<file path="config.mk">
export PLATFORM = sky130hd
export DESIGN_NAME = id_ex_pipe_reg
export DESIGN_NICKNAME = d
export VERILOG_FILES = /design/src/rtl/pipe_pkg.sv /design/src/rtl/pipe_field_reg.sv /design/src/rtl/id_ex_pipe_reg.sv
export SDC_FILE = /design/constraint.sdc
export NUM_CORES = 1
export LEC_CHECK = 0
export CAP_MARGIN = 20
export CORE_MARGIN = 2
export CORE_UTILIZATION = 44
export CTS_CLUSTER_DIAMETER = 80
export DETAILED_ROUTE_END_ITERATION = 8
export GPL_ROUTABILITY_DRIVEN = 1
export PLACE_DENSITY_LB_ADDON = 0.05
export SLEW_MARGIN = 0
export SYNTH_ARGS = -nofsm -noshare
export SYNTH_HDL_FRONTEND = slang
export SYNTH_SLANG_ARGS = --single-unit
</file>
<file path="constraint.sdc">
create_clock -name clk -period 2.5 [get_ports clk]
set_input_delay 0.5 -clock clk [delete_from_list [all_inputs] [get_ports clk]]
set_output_delay 0.5 -clock clk [all_outputs]
set_load 0.1 [all_outputs]
</file>
<file path="src/rtl/pipe_pkg.sv">
// Shared pipeline-register definitions: control-bundle layout and ALUOp encodings.
// Used by the ID/EX register and reusable by the EX/MEM and MEM/WB registers.
package pipe_pkg;

    localparam int CTRL_W = 9;

    // Bit positions inside the {ALUSrc,MemtoReg,RegWrite,MemRead,MemWrite,Branch,Jump,ALUOp} bundle
    localparam int CB_ALUSRC   = 8;
    localparam int CB_MEMTOREG = 7;
    localparam int CB_REGWRITE = 6;
    localparam int CB_MEMREAD  = 5;
    localparam int CB_MEMWRITE = 4;
    localparam int CB_BRANCH   = 3;
    localparam int CB_JUMP     = 2;
    localparam int CB_ALUOP_HI = 1;
    localparam int CB_ALUOP_LO = 0;

    localparam logic [1:0] ALUOP_LDST = 2'b00;
    localparam logic [1:0] ALUOP_BR   = 2'b01;
    localparam logic [1:0] ALUOP_R    = 2'b10;
    localparam logic [1:0] ALUOP_I    = 2'b11;

endpackage

</file>
<file path="src/rtl/pipe_field_reg.sv">
// Field-group register: async clear, sync clear (bubble) with priority over enable.
// Latency 1 cycle; en=0 holds contents, clr=1 loads zero regardless of en.
module pipe_field_reg #(
    parameter int W = 8
) (
    input  logic         clk,
    input  logic         rst_n,
    input  logic         en,
    input  logic         clr,
    input  logic [W-1:0] d,
    output logic [W-1:0] q
);

    logic [W-1:0] q_d;
    logic [W-1:0] q_q;

    always_comb begin
        q_d = q_q;
        if (clr) begin
            q_d = '0;
        end else if (en) begin
            q_d = d;
        end
    end

    always_ff @(posedge clk or negedge rst_n) begin
        if (!rst_n) begin
            q_q <= '0;
        end else begin
            q_q <= q_d;
        end
    end

    assign q = q_q;

endmodule

</file>
<file path="src/rtl/id_ex_pipe_reg.sv">
// ID/EX pipeline register with control sanitising and a saturating bubble counter.
// Latency 1 cycle; Stall holds everything, Flush (or an invalid slot) loads a bubble.
module id_ex_pipe_reg
    import pipe_pkg::*;
#(
    parameter int XLEN    = 32,
    parameter int RADDR_W = 5,
    parameter int BCNT_W  = 16
) (
    input  logic               clk,
    input  logic               rst_n,
    input  logic               Stall,
    input  logic               Flush,
    input  logic               ID_Valid,
    input  logic [CTRL_W-1:0]  ID_Ctrl,
    input  logic [XLEN-1:0]    ID_PC,
    input  logic [XLEN-1:0]    ID_RD1,
    input  logic [XLEN-1:0]    ID_RD2,
    input  logic [XLEN-1:0]    ID_Imm,
    input  logic [RADDR_W-1:0] ID_Rs1,
    input  logic [RADDR_W-1:0] ID_Rs2,
    input  logic [RADDR_W-1:0] ID_Rd,
    input  logic [3:0]         ID_Funct,
    output logic               EX_Valid,
    output logic               EX_ALUSrc,
    output logic               EX_MemtoReg,
    output logic               EX_RegWrite,
    output logic               EX_MemRead,
    output logic               EX_MemWrite,
    output logic               EX_Branch,
    output logic               EX_Jump,
    output logic [1:0]         EX_ALUOp,
    output logic [XLEN-1:0]    EX_PC,
    output logic [XLEN-1:0]    EX_RD1,
    output logic [XLEN-1:0]    EX_RD2,
    output logic [XLEN-1:0]    EX_Imm,
    output logic [RADDR_W-1:0] EX_Rs1,
    output logic [RADDR_W-1:0] EX_Rs2,
    output logic [RADDR_W-1:0] EX_Rd,
    output logic [3:0]         EX_Funct,
    output logic [BCNT_W-1:0]  BubbleCount
);

    localparam int DATA_W = 4 * XLEN + 4;
    localparam int IDX_W  = 3 * RADDR_W;

    logic               load_en;
    logic               bubble;
    logic [CTRL_W-1:0]  ctrl_clean;
    logic [CTRL_W:0]    ctrl_grp_q;
    logic [DATA_W-1:0]  data_grp_q;
    logic [IDX_W-1:0]   idx_grp_q;
    logic [BCNT_W-1:0]  bcnt_d;
    logic [BCNT_W-1:0]  bcnt_q;

    assign load_en = ~Stall;
    assign bubble  = Flush | (~Stall & ~ID_Valid);

    // Case-equality so x/z control bits from decode never reach EX as 1.
    always_comb begin
        ctrl_clean = '0;
        for (int i = 0; i < CTRL_W; i++) begin
            ctrl_clean[i] = (ID_Ctrl[i] === 1'b1);
        end
        if (ctrl_clean[CB_MEMREAD] && ctrl_clean[CB_MEMWRITE]) begin
            ctrl_clean[CB_MEMREAD]  = 1'b0;
            ctrl_clean[CB_MEMWRITE] = 1'b0;
            ctrl_clean[CB_REGWRITE] = 1'b0;
        end
        if (ID_Rd == '0) begin
            ctrl_clean[CB_REGWRITE] = 1'b0;
        end
    end

    pipe_field_reg #(.W(CTRL_W + 1)) u_ctrl_reg (
        .clk   (clk),
        .rst_n (rst_n),
        .en    (load_en),
        .clr   (bubble),
        .d     ({1'b1, ctrl_clean}),
        .q     (ctrl_grp_q)
    );

    pipe_field_reg #(.W(DATA_W)) u_data_reg (
        .clk   (clk),
        .rst_n (rst_n),
        .en    (load_en),
        .clr   (bubble),
        .d     ({ID_PC, ID_RD1, ID_RD2, ID_Imm, ID_Funct}),
        .q     (data_grp_q)
    );

    pipe_field_reg #(.W(IDX_W)) u_idx_reg (
        .clk   (clk),
        .rst_n (rst_n),
        .en    (load_en),
        .clr   (bubble),
        .d     ({ID_Rs1, ID_Rs2, ID_Rd}),
        .q     (idx_grp_q)
    );

    assign EX_Valid    = ctrl_grp_q[CTRL_W];
    assign EX_ALUSrc   = ctrl_grp_q[CB_ALUSRC];
    assign EX_MemtoReg = ctrl_grp_q[CB_MEMTOREG];
    assign EX_RegWrite = ctrl_grp_q[CB_REGWRITE];
    assign EX_MemRead  = ctrl_grp_q[CB_MEMREAD];
    assign EX_MemWrite = ctrl_grp_q[CB_MEMWRITE];
    assign EX_Branch   = ctrl_grp_q[CB_BRANCH];
    assign EX_Jump     = ctrl_grp_q[CB_JUMP];
    assign EX_ALUOp    = ctrl_grp_q[CB_ALUOP_HI:CB_ALUOP_LO];

    assign {EX_PC, EX_RD1, EX_RD2, EX_Imm, EX_Funct} = data_grp_q;
    assign {EX_Rs1, EX_Rs2, EX_Rd}                   = idx_grp_q;

    // Saturates at all-ones so long debug runs never wrap to a misleading small count.
    always_comb begin
        bcnt_d = bcnt_q;
        if (bubble && (bcnt_q != {BCNT_W{1'b1}})) begin
            bcnt_d = bcnt_q + {{(BCNT_W-1){1'b0}}, 1'b1};
        end
    end

    always_ff @(posedge clk or negedge rst_n) begin
        if (!rst_n) begin
            bcnt_q <= '0;
        end else begin
            bcnt_q <= bcnt_d;
        end
    end

    assign BubbleCount = bcnt_q;

endmodule

</file>
==> impl_metrics.json, run 1 <==
{
  "status": "finished with violations",
  "violations": "negative hold slack",
  "cts_resized": 0,
  "r2r_slack_ns": 0.67,
  "drv_cap": 0,
  "ctsHoldBuffers": 0,
  "ant_nets": 0,
  "synth_top_area_share_pct": 61.2,
  "crit_chain": "buf_4",
  "insertion_delay_ns": 0.42,
  "drtIter0Drc": 303,
  "synthFlopType": "dfrtp_1",
  "ff2ff_path_depth": 4,
  "synth_area_mm2": 0.00707,
  "synth.area.top_cells": "dfrtp_1, mux2i_1, nor2_1, buf_2, clkbuf_1",
  "fin_nets": 1071,
  "async_reset_ff_share_pct": 100,
  "reg2reg_from": "BubbleCount[8]",
  "grt_overflow_total": 0,
  "muxShareOfSynthArea_pct": 22.0,
  "grt_max_degree": 147,
  "slowest_stage": "dfrtp_1",
  "grt_use_total_pct": 23.0,
  "critical-path-top-delay-family": "flip-flops",
  "layout-drive-gt1-share_pct": 23.8,
  "gp_congestion": 0.777,
  "path_clk_slew_ns": 0.06,
  "io_pins": 334,
  "syn2layout_area_growth_pct": 53.1,
  "antenna_found_initial": 0,
  "synth_area_leader_cell": "dfrtp_1",
  "synthXorXnorAreaFrac_pct": 1.49,
  "std_cell_rows": 46,
  "avgSynthCellArea_um2": 12.1,
  "reg2reg_to": "BubbleCount[1]",
  "wl_per_cell_um": 17.3,
  "cts_buffer_depth": 2,
  "syn_inst": 585,
  "crit_arrival_ns": 1.33,
  "hold_viol_final": 1,
  "worstPathRequired_ns": 2.00,
  "synth_compound_area_share_pct": 1.20,
  "post-route-period-util_pct": 73.4,
  "hold_ws_ns": -0.00166,
  "route.detailed.drc": 0,
  "yosys.cell_count.top_type": "dfrtp_1",
  "grt_setup_unrepaired": "false",
  "synth_common_cells": "dfrtp_1, nor2_1, mux2i_1, clkbuf_1, buf_2",
  "start_util_pct": 44.8,
  "synth_top_family_by_area": "multiplexers",
  "tightestPinTransition_ns": 0.766,
  "first_global_vias": 5623,
  "power_density_mw_per_mm2": 785,
  "slew_violations": 0,
  "crit_type": "flip-flop to primary output",
  "fp.coreArea_mm2": 0.0158,
  "portBuffers": 333,
  "first_pass_iters": 4,
  "vdd.ir_drop.worst_mv": 0.499,
  "finish.utilization_pct": 68.7,
  "synth_seq_area_share_pct": 61.2,
  "p_leak_nw": 5.55,
  "chipWidth_um": 131,
  "num_vias": 5495,
  "synth_simple_gate_area_share_pct": 11.6,
  "max_stage_delay_ns": 0.55,
  "finalSetupViolations": 0,
  "post_cts_buffers": 0,
  "start_kind": "flip-flop",
  "finalSetupTns_ns": 0,
  "synth.ff_latch_count": 173,
  "cp_num_buf_inv": 1,
  "min_period_ns": 1.83,
  "ys_warn_count": 0,
  "h-tree-depth": 4,
  "hp-class": "primary input to async pin",
  "relSlewSlack_pct": 49.0,
  "cts.sinks": 173,
  "grt_first_pass_wirelength_mm": 29.7,
  "tritoncts": "done",
  "root_buffer": "clkbuf_16",
  "endpoint_kind": "primary output",
  "hpwl_mm": 14.6,
  "vias_per_cell": 4.84,
  "synth_edf_count": 0,
  "die_area_mm2": 0.0171,
  "crit_fanout": 8,
  "max_freq_ghz": 0.545,
  "num_antenna_cells": 0,
  "fin_worst_skew_ns": 0.00335,
  "wl_mm": 19.7,
  "die_h_um": 131,
  "syn_nets": 747,
  "synth.distinct_cells": 30,
  "synth-adder-area-share_pct": 0.177,
  "cts_buffers": 17
}
-- cell type report --
type                    instances  area (um^2)
clock buffers                  17          425
clock inverters                13          199
fillers                      1193         4940
inverters                       2         7.51
multi-input cells             374         2590
flip-flops and latches        173         4330
well taps                     216          270
repair buffers                341         3000
-- state kept, by name, indices dropped and copies added, names as in the netlist --
signal,flops
BubbleCount,16
u_ctrl_reg.q,10
u_data_reg.q,132
u_idx_reg.q,15
-- per-layer routing --
| layer | vias to the layer above | part of all wire, % | GRT usage [%] |
|---|---|---|---|
| met2 | 224 | 51 | 39.1 |
| met4 | 0 | 2.6 | 9.14 |
| met1 | 2630 | 37 | 26.2 |
| li1 | 2608 | - | - |
| met5 | - | 0 | 0 |
| met3 | 33 | 9.3 | 9.04 |
-- cells in the final DEF, fill, tap and decap left out, types with 2 or more instances in the layout --
cell type          n
a21oi_1            4
buf_12             3
buf_4            178
bufinv_16          5
clkbuf_16         17
clkdlybuf4s50_1  158
clkinv_2           5
clkinvlp_4         2
dfrtp_1          173
inv_1              2
mux2i_1          153
nand2_1            9
nand3_1            5
nand4_1            7
nor2_1           160
nor3_1             5
nor3b_1            2
o21a_1             2
or4_1              2
xnor2_1            6
xor2_1             6
-- per-stage QoR --
step	instances	instance area, um^2	hold slack (ns)	power (mW)	setup slack [ns]
final	1136	10800	-0.00166	8.50	0.665
after global routing	1136	10800	0.0180	8.81	0.546
after CTS	1136	10800	0.00228	8.58	0.653
after floorplan	585	7070	0.204	4.95	0.100
after detailed placement	1106	10200	0.458	5.75	0.293
after global placement	1106	10200	0.460	5.72	0.291
-- logic make-up after synthesis --
logic type | count (synthesis)
buffers and inverters | 38
xor gates and xnor gates | 12
adders and majority gates | 1
and+or+nand+nor | 195
AOI/OAI and AO/OA | 11
DFF | 173
muxes | 155
-- worst max path at each step --
stage                              start              to  slack [ns]  cells past startpoint
after CTS                 BubbleCount[8]  BubbleCount[1]        0.65                      4
after floorplan           BubbleCount[8]  BubbleCount[1]        0.10                      4
final                     BubbleCount[3]  BubbleCount[3]        0.67                      1
after global placement          ID_Valid  BubbleCount[2]        0.29                      6
after global routing      BubbleCount[8]  BubbleCount[1]        0.55                      4
after detailed placement        ID_Valid  BubbleCount[9]        0.29                      5
-- power breakdown --
| group | switching (mW) | total [mW] | internal (mW) |
|---|---|---|---|
| sequential | 0.197 | 3.18 | 2.98 |
| combinational | 1.82 | 2.50 | 0.679 |
| clock | 1.07 | 2.82 | 1.75 |
| total | 3.09 | 8.50 | 5.41 |
Note: power is estimated with default switching activity, not from simulation.
==> run 2: changes to the inputs <==
Settings changed: CORE_UTILIZATION 44 to 37.
Clock period 2.5 ns to 1.5 ns, I/O delays scaled along.
==> impl_metrics.json, run 2 (synthesized netlist as in run 1, its figures left out) <==
{
  "status": "finished with violations",
  "violations": "negative setup slack",
  "cts_buffer_depth": 2,
  "finalPower_mw": 15.5,
  "design_area_mm2": 0.0137,
  "hold_viol_final": 0,
  "register_area_mm2": 0.00438,
  "portBuffers": 333,
  "wl_mm": 22.8,
  "gp_congestion": 0.803,
  "p_sw_share_pct": 36.5,
  "crit_arrival_ns": 1.98,
  "tightestPinTransition_ns": 0.545,
  "route.detailed.drc": 0,
  "place_inst": 1159,
  "slew_violations": 0,
  "grt_overflow_total": 0,
  "die_h_um": 142,
  "finalSetupTns_ns": -1.94,
  "post-route-period-util_pct": 112,
  "mostFrequentLayoutCells": "buf_12, nor2_1, clkdlybuf4s50_1, dfrtp_1, mux2i_1",
  "h-tree-depth": 4,
  "ant_nets": 0,
  "num_vias": 5883,
  "p_sw_mw": 5.65,
  "pwr-share-seq_pct": 35.0,
  "start_util_pct": 37.8,
  "path_clk_slew_ns": 0.06,
  "grt_setup_unrepaired": "true",
  "die_area_mm2": 0.0202,
  "finalSetupViolations": 25,
  "placed_cell_area_mm2": 0.0128,
  "hpwl_mm": 17.1,
  "layout_commonest_cell": "buf_12",
  "first_pass_iters": 4,
  "relSlewSlack_pct": 63.6,
  "antenna_found_initial": 1,
  "start_kind": "flip-flop",
  "min_period_ns": 1.68,
  "root_buffer": "clkbuf_16",
  "grt_use_total_pct": 23.3,
  "p_leak_nw": 6.40,
  "hold_ws_ns": 0.357,
  "vdd.ir_drop.worst_mv": 0.814,
  "setup_ws_ns": -0.175,
  "nFillCells": 1268,
  "layout-drive-gt1-share_pct": 31.1,
  "crit_fanout": 2,
  "fin_nets": 1127,
  "finish.utilization_pct": 73.5,
  "grt_first_pass_wirelength_mm": 35.9,
  "p_int_mw": 9.82,
  "crit_type": "flip-flop to flip-flop",
  "hp-class": "primary input to async pin",
  "power_density_mw_per_mm2": 1130,
  "fp.coreArea_mm2": 0.0187,
  "largest_reg_flops": 132,
  "dpl_worst_slack_ns": -0.327,
  "power_frac_comb_pct": 36.4,
  "drv_cap": 0,
  "syn2layout_area_growth_pct": 94.3,
  "multi_input_area_mm2": 0.00270,
  "io_pins": 334,
  "std_cell_rows": 50,
  "insertion_delay_ns": 0.42,
  "cts_buffers": 17,
  "drtIter0Drc": 256,
  "chipWidth_um": 142,
  "vias_per_cell": 4.85,
  "wl_per_cell_um": 18.8,
  "worstPathRequired_ns": 1.80,
  "fin_worst_skew_ns": 0.00347,
  "grt_max_degree": 61,
  "pwr-share-clk_pct": 28.5,
  "cts.sinks": 173,
  "tritoncts": "done",
  "finalNonFillerCells": 1213,
  "endpoint_kind": "flip-flop",
  "max_freq_ghz": 0.597,
  "first_global_vias": 6517
}
## run 2: cell types whose count changed in the layout (fill, tap and decap cells not counted), moves of 5 or more
cell / change
buf_6: +17
dfrtp_4: +14
buf_12: +182
buf_4: -144
inv_6: +5
dfrtp_1: -16
## run 2: power by group through the flow
| stage | combinational, mW | clock [mW] | sequential (mW) |
|---|---|---|---|
| 3_5_place_dp | 5.32 | 0 | 5.49 |
| 4_1_cts | 5.56 | 4.51 | 5.42 |
| 3_3_place_gp | 5.27 | 0 | 5.47 |
| 2_1_floorplan | 0.718 | 0 | 7.63 |
| 5_1_grt | 5.84 | 4.73 | 5.46 |
| 6_report | 5.64 | 4.42 | 5.42 |
## run 2: per-layer routing
metal,track usage [%],vias to the layer above,wire [um]
li1,-,2722,-
met4,7.89,0,451
met1,25.2,2905,8180
met3,9.12,32,1990
met2,41.4,224,12200
met5,0,-,0
## run 2: repair_timing
| item | 4_1_cts | 5_1_grt |
|---|---|---|
| resized for setup | 26 | 16 |
| pin swaps | 12 | 8 |
| endpoints found under the setup margin | 28 | 30 |
| setup buffers | 15 | 10 |
| hold buffers | 1 | 0 |
| hold endpoints to repair | 29 | 0 |
## run 2: final cells by class
cell class	instances	area share (%)
Clock inverter	14	1.15
Timing Repair Buffer	397	42.0
Sequential cell	173	31.9
Inverter	2	0.0546
Multi-Input combinational cell	374	19.7
Antenna cell	1	0.0182
Clock buffer	18	3.12
Tap cell	234	2.13
## run 2: path summary, 6_finish.rpt
path                                      start          endpoint  slack, ns  depth (start not counted)
worst max-delay path            BubbleCount[13]    BubbleCount[1]      -0.18                          5
worst min-delay path                      rst_n   BubbleCount[10]       0.36                          2
worst max register to register  BubbleCount[13]    BubbleCount[1]      -0.18                          5
worst min register to register  u_ctrl_reg.q[9]   u_ctrl_reg.q[9]       0.56                          1
max in group asynchronous                 rst_n  u_data_reg.q[30]       0.56                          3
min in group clk                          Stall   u_ctrl_reg.q[9]       0.38                          3
## run 2: worst max-delay path, cell delays in order (launching register included)
cell	delay, ns
dfrtp_4	0.43
nand3_2	0.10
buf_4	0.16
nor4_4	0.33
a41oi_2	0.20
mux2_4	0.33
==> run 3: changes to the inputs <==
Settings changed: ABC_AREA from default to 1, CORE_UTILIZATION 37 to 35.
==> impl_metrics.json, run 3 <==
{
  "status": "finished clean",
  "slowest_stage": "dfrtp_4",
  "largest_reg_flops": 132,
  "synth.area.top_cells": "dfrtp_1, nand2_1, nand3_1, buf_2, inv_1",
  "hold_viol_final": 0,
  "first_global_vias": 7042,
  "design_area_mm2": 0.0138,
  "crit_arrival_ns": 1.19,
  "wl_per_cell_um": 16.5,
  "vias_per_cell": 4.72,
  "synth_edf_count": 0,
  "synth.ff_latch_count": 173,
  "post-route-period-util_pct": 99.6,
  "synth_common_cells": "nand2_1, dfrtp_1, nand3_1, buf_2, inv_1",
  "slew_violations": 0,
  "crit_type": "flip-flop to primary output",
  "grt_setup_unrepaired": "true",
  "cts_buffers": 17,
  "tightestPinTransition_ns": 0.429,
  "crit_chain": "buf_6, buf_12",
  "critical-path-top-delay-family": "flip-flops",
  "drv_cap": 0,
  "fin_nets": 1365,
  "relSlewSlack_pct": 71.4,
  "grt_overflow_total": 0,
  "insertion_delay_ns": 0.43,
  "grt_first_pass_wirelength_mm": 39.1,
  "first_pass_iters": 5,
  "worstPathRequired_ns": 1.20,
  "ant_nets": 0,
  "cts_buffer_depth": 2,
  "synth_area_mm2": 0.00720,
  "start_util_pct": 35.6,
  "mostFrequentLayoutCells": "nand2_1, buf_12, nand3_1, clkdlybuf4s50_1, dfrtp_1",
  "die_h_um": 147,
  "async_reset_ff_share_pct": 100,
  "p_leak_nw": 6.70,
  "ys_warn_count": 0,
  "path_clk_slew_ns": 0.07,
  "hpwl_mm": 18.0,
  "finalPower_mw": 14.9,
  "min_period_ns": 1.49,
  "wl_mm": 24.5,
  "num_vias": 7018,
  "start_kind": "flip-flop",
  "endpoint_kind": "primary output",
  "crit_fanout": 3,
  "grt_use_total_pct": 22.9,
  "route.detailed.drc": 0,
  "die_area_mm2": 0.0217,
  "finalSetupTns_ns": 0,
  "power_density_mw_per_mm2": 1070,
  "placed_cell_area_mm2": 0.0131,
  "fin_worst_skew_ns": 0.0106,
  "synth.distinct_cells": 21,
  "layout-drive-gt1-share_pct": 24.6,
  "place_inst": 1448,
  "grt_max_degree": 83,
  "nFillCells": 1531,
  "synthFlopType": "dfrtp_1",
  "antenna_found_initial": 1,
  "max_stage_delay_ns": 0.49,
  "gp_congestion": 0.779,
  "synth_seq_area_share_pct": 60.1,
  "layout_commonest_cell": "nand2_1",
  "finalSetupViolations": 0,
  "std_cell_rows": 52,
  "hp-class": "primary input to flip-flop",
  "io_pins": 334,
  "yosys.cell_count.top_type": "nand2_1",
  "max_freq_ghz": 0.669,
  "portBuffers": 333,
  "root_buffer": "clkbuf_16",
  "cts.sinks": 173,
  "tritoncts": "done",
  "drtIter0Drc": 349,
  "cp_num_buf_inv": 2,
  "syn_nets": 1007,
  "synth_top_area_share_pct": 60.1,
  "finalNonFillerCells": 1487,
  "vdd.ir_drop.worst_mv": 0.751,
  "synth_area_leader_cell": "dfrtp_1",
  "syn2layout_area_growth_pct": 92.3,
  "r2r_slack_ns": 0.006,
  "h-tree-depth": 4,
  "avgSynthCellArea_um2": 8.52,
  "chipWidth_um": 147,
  "syn_inst": 845,
  "fp.coreArea_mm2": 0.0202
}
==> run 3: path summary, 6_finish.rpt <==
check | to | depth (start not counted) | startpoint
max | BubbleCount[5] | 2 | BubbleCount[5]
min | u_ctrl_reg.q[9] | 3 | Stall
max reg2reg | BubbleCount[15] | 9 | BubbleCount[0]
min reg2reg | u_data_reg.q[9] | 2 | u_data_reg.q[9]
max in group asynchronous | u_data_reg.q[22] | 3 | rst_n
min in group asynchronous | BubbleCount[7] | 2 | rst_n
==> run 3: metal layers <==
metal | wire [um] | GRT usage [%] | up-vias | share of wire, %
li1 | - | - | 3407 | -
met1 | 9510 | 27.7 | 3360 | 39
met2 | 12700 | 39.0 | 234 | 52
met3 | 1960 | 7.99 | 17 | 8.0
met4 | 329 | 6.39 | 0 | 1.3
met5 | 0 | 0 | - | 0
==> run 3: stage by stage <==
step	setup slack (ns)	hold WS [ns]	utilization, %
2_1_floorplan	-0.00683	0.00441	-
3_3_place_gp	-0.228	0.216	64.7
3_5_place_dp	-0.254	0.210	64.7
4_1_cts	-0.0274	0.270	68.1
5_1_grt	-0.0505	0.307	68.4
6_report	0.00627	0.281	68.4
==> run 3: what timing repair did <==
item,4_1_cts,5_1_grt
hold endpoints to repair,19,0
setup buffers,8,3
hold buffers,1,0
cloned,0,0
pin swaps,0,7
setup endpoints to repair,11,20
gates resized for setup,7,17
==> run 3: worst reg2reg max path: cells and delay by family (launching register included) <==
| kind | cells | cell delay [ns] |
|---|---|---|
| adder cells (fa/ha/maj) | 1 | 0.19 |
| buffers and inverters | 2 | 0.25 |
| flip-flops | 1 | 0.52 |
| AND/OR/NAND/NOR | 6 | 0.42 |
==> run 3: final cells by class <==
type | count | area (um^2) | area share (%)
clock buffers | 19 | 433 | 3.13
diodes | 1 | 2.50 | 0.0181
well taps | 270 | 338 | 2.44
inverters | 30 | 115 | 0.831
flip-flops and latches | 173 | 4390 | 31.7
multi-input cells | 590 | 2590 | 18.7
repair buffers | 391 | 5790 | 41.8
clock inverters | 13 | 189 | 1.36
==> run 3: cell families (layout without fill, tap and decap cells) <==
group / after synthesis / after routing / share of synthesized area, %
xor gates and xnor gates: 3 / 3 / 0.365
and+or+nand+nor: 573 / 573 / 33.2
DFF: 173 / 173 / 60.1
other: 0 / 1 / 0
adders and majority gates: 1 / 1 / 0.174
buffers and inverters: 82 / 453 / 5.02
AOI/OAI and AO/OA: 13 / 13 / 1.13
==> run 3: report_power, final <==
| part | internal [mW] | switching [mW] | leakage, nW | total, mW |
|---|---|---|---|---|
| logic | 1.84 | 2.92 | 4.10 | 4.76 |
| registers | 4.99 | 0.376 | 2.30 | 5.36 |
| clock network | 2.81 | 1.93 | 0.298 | 4.74 |
| total | 9.63 | 5.23 | 6.70 | 14.9 |
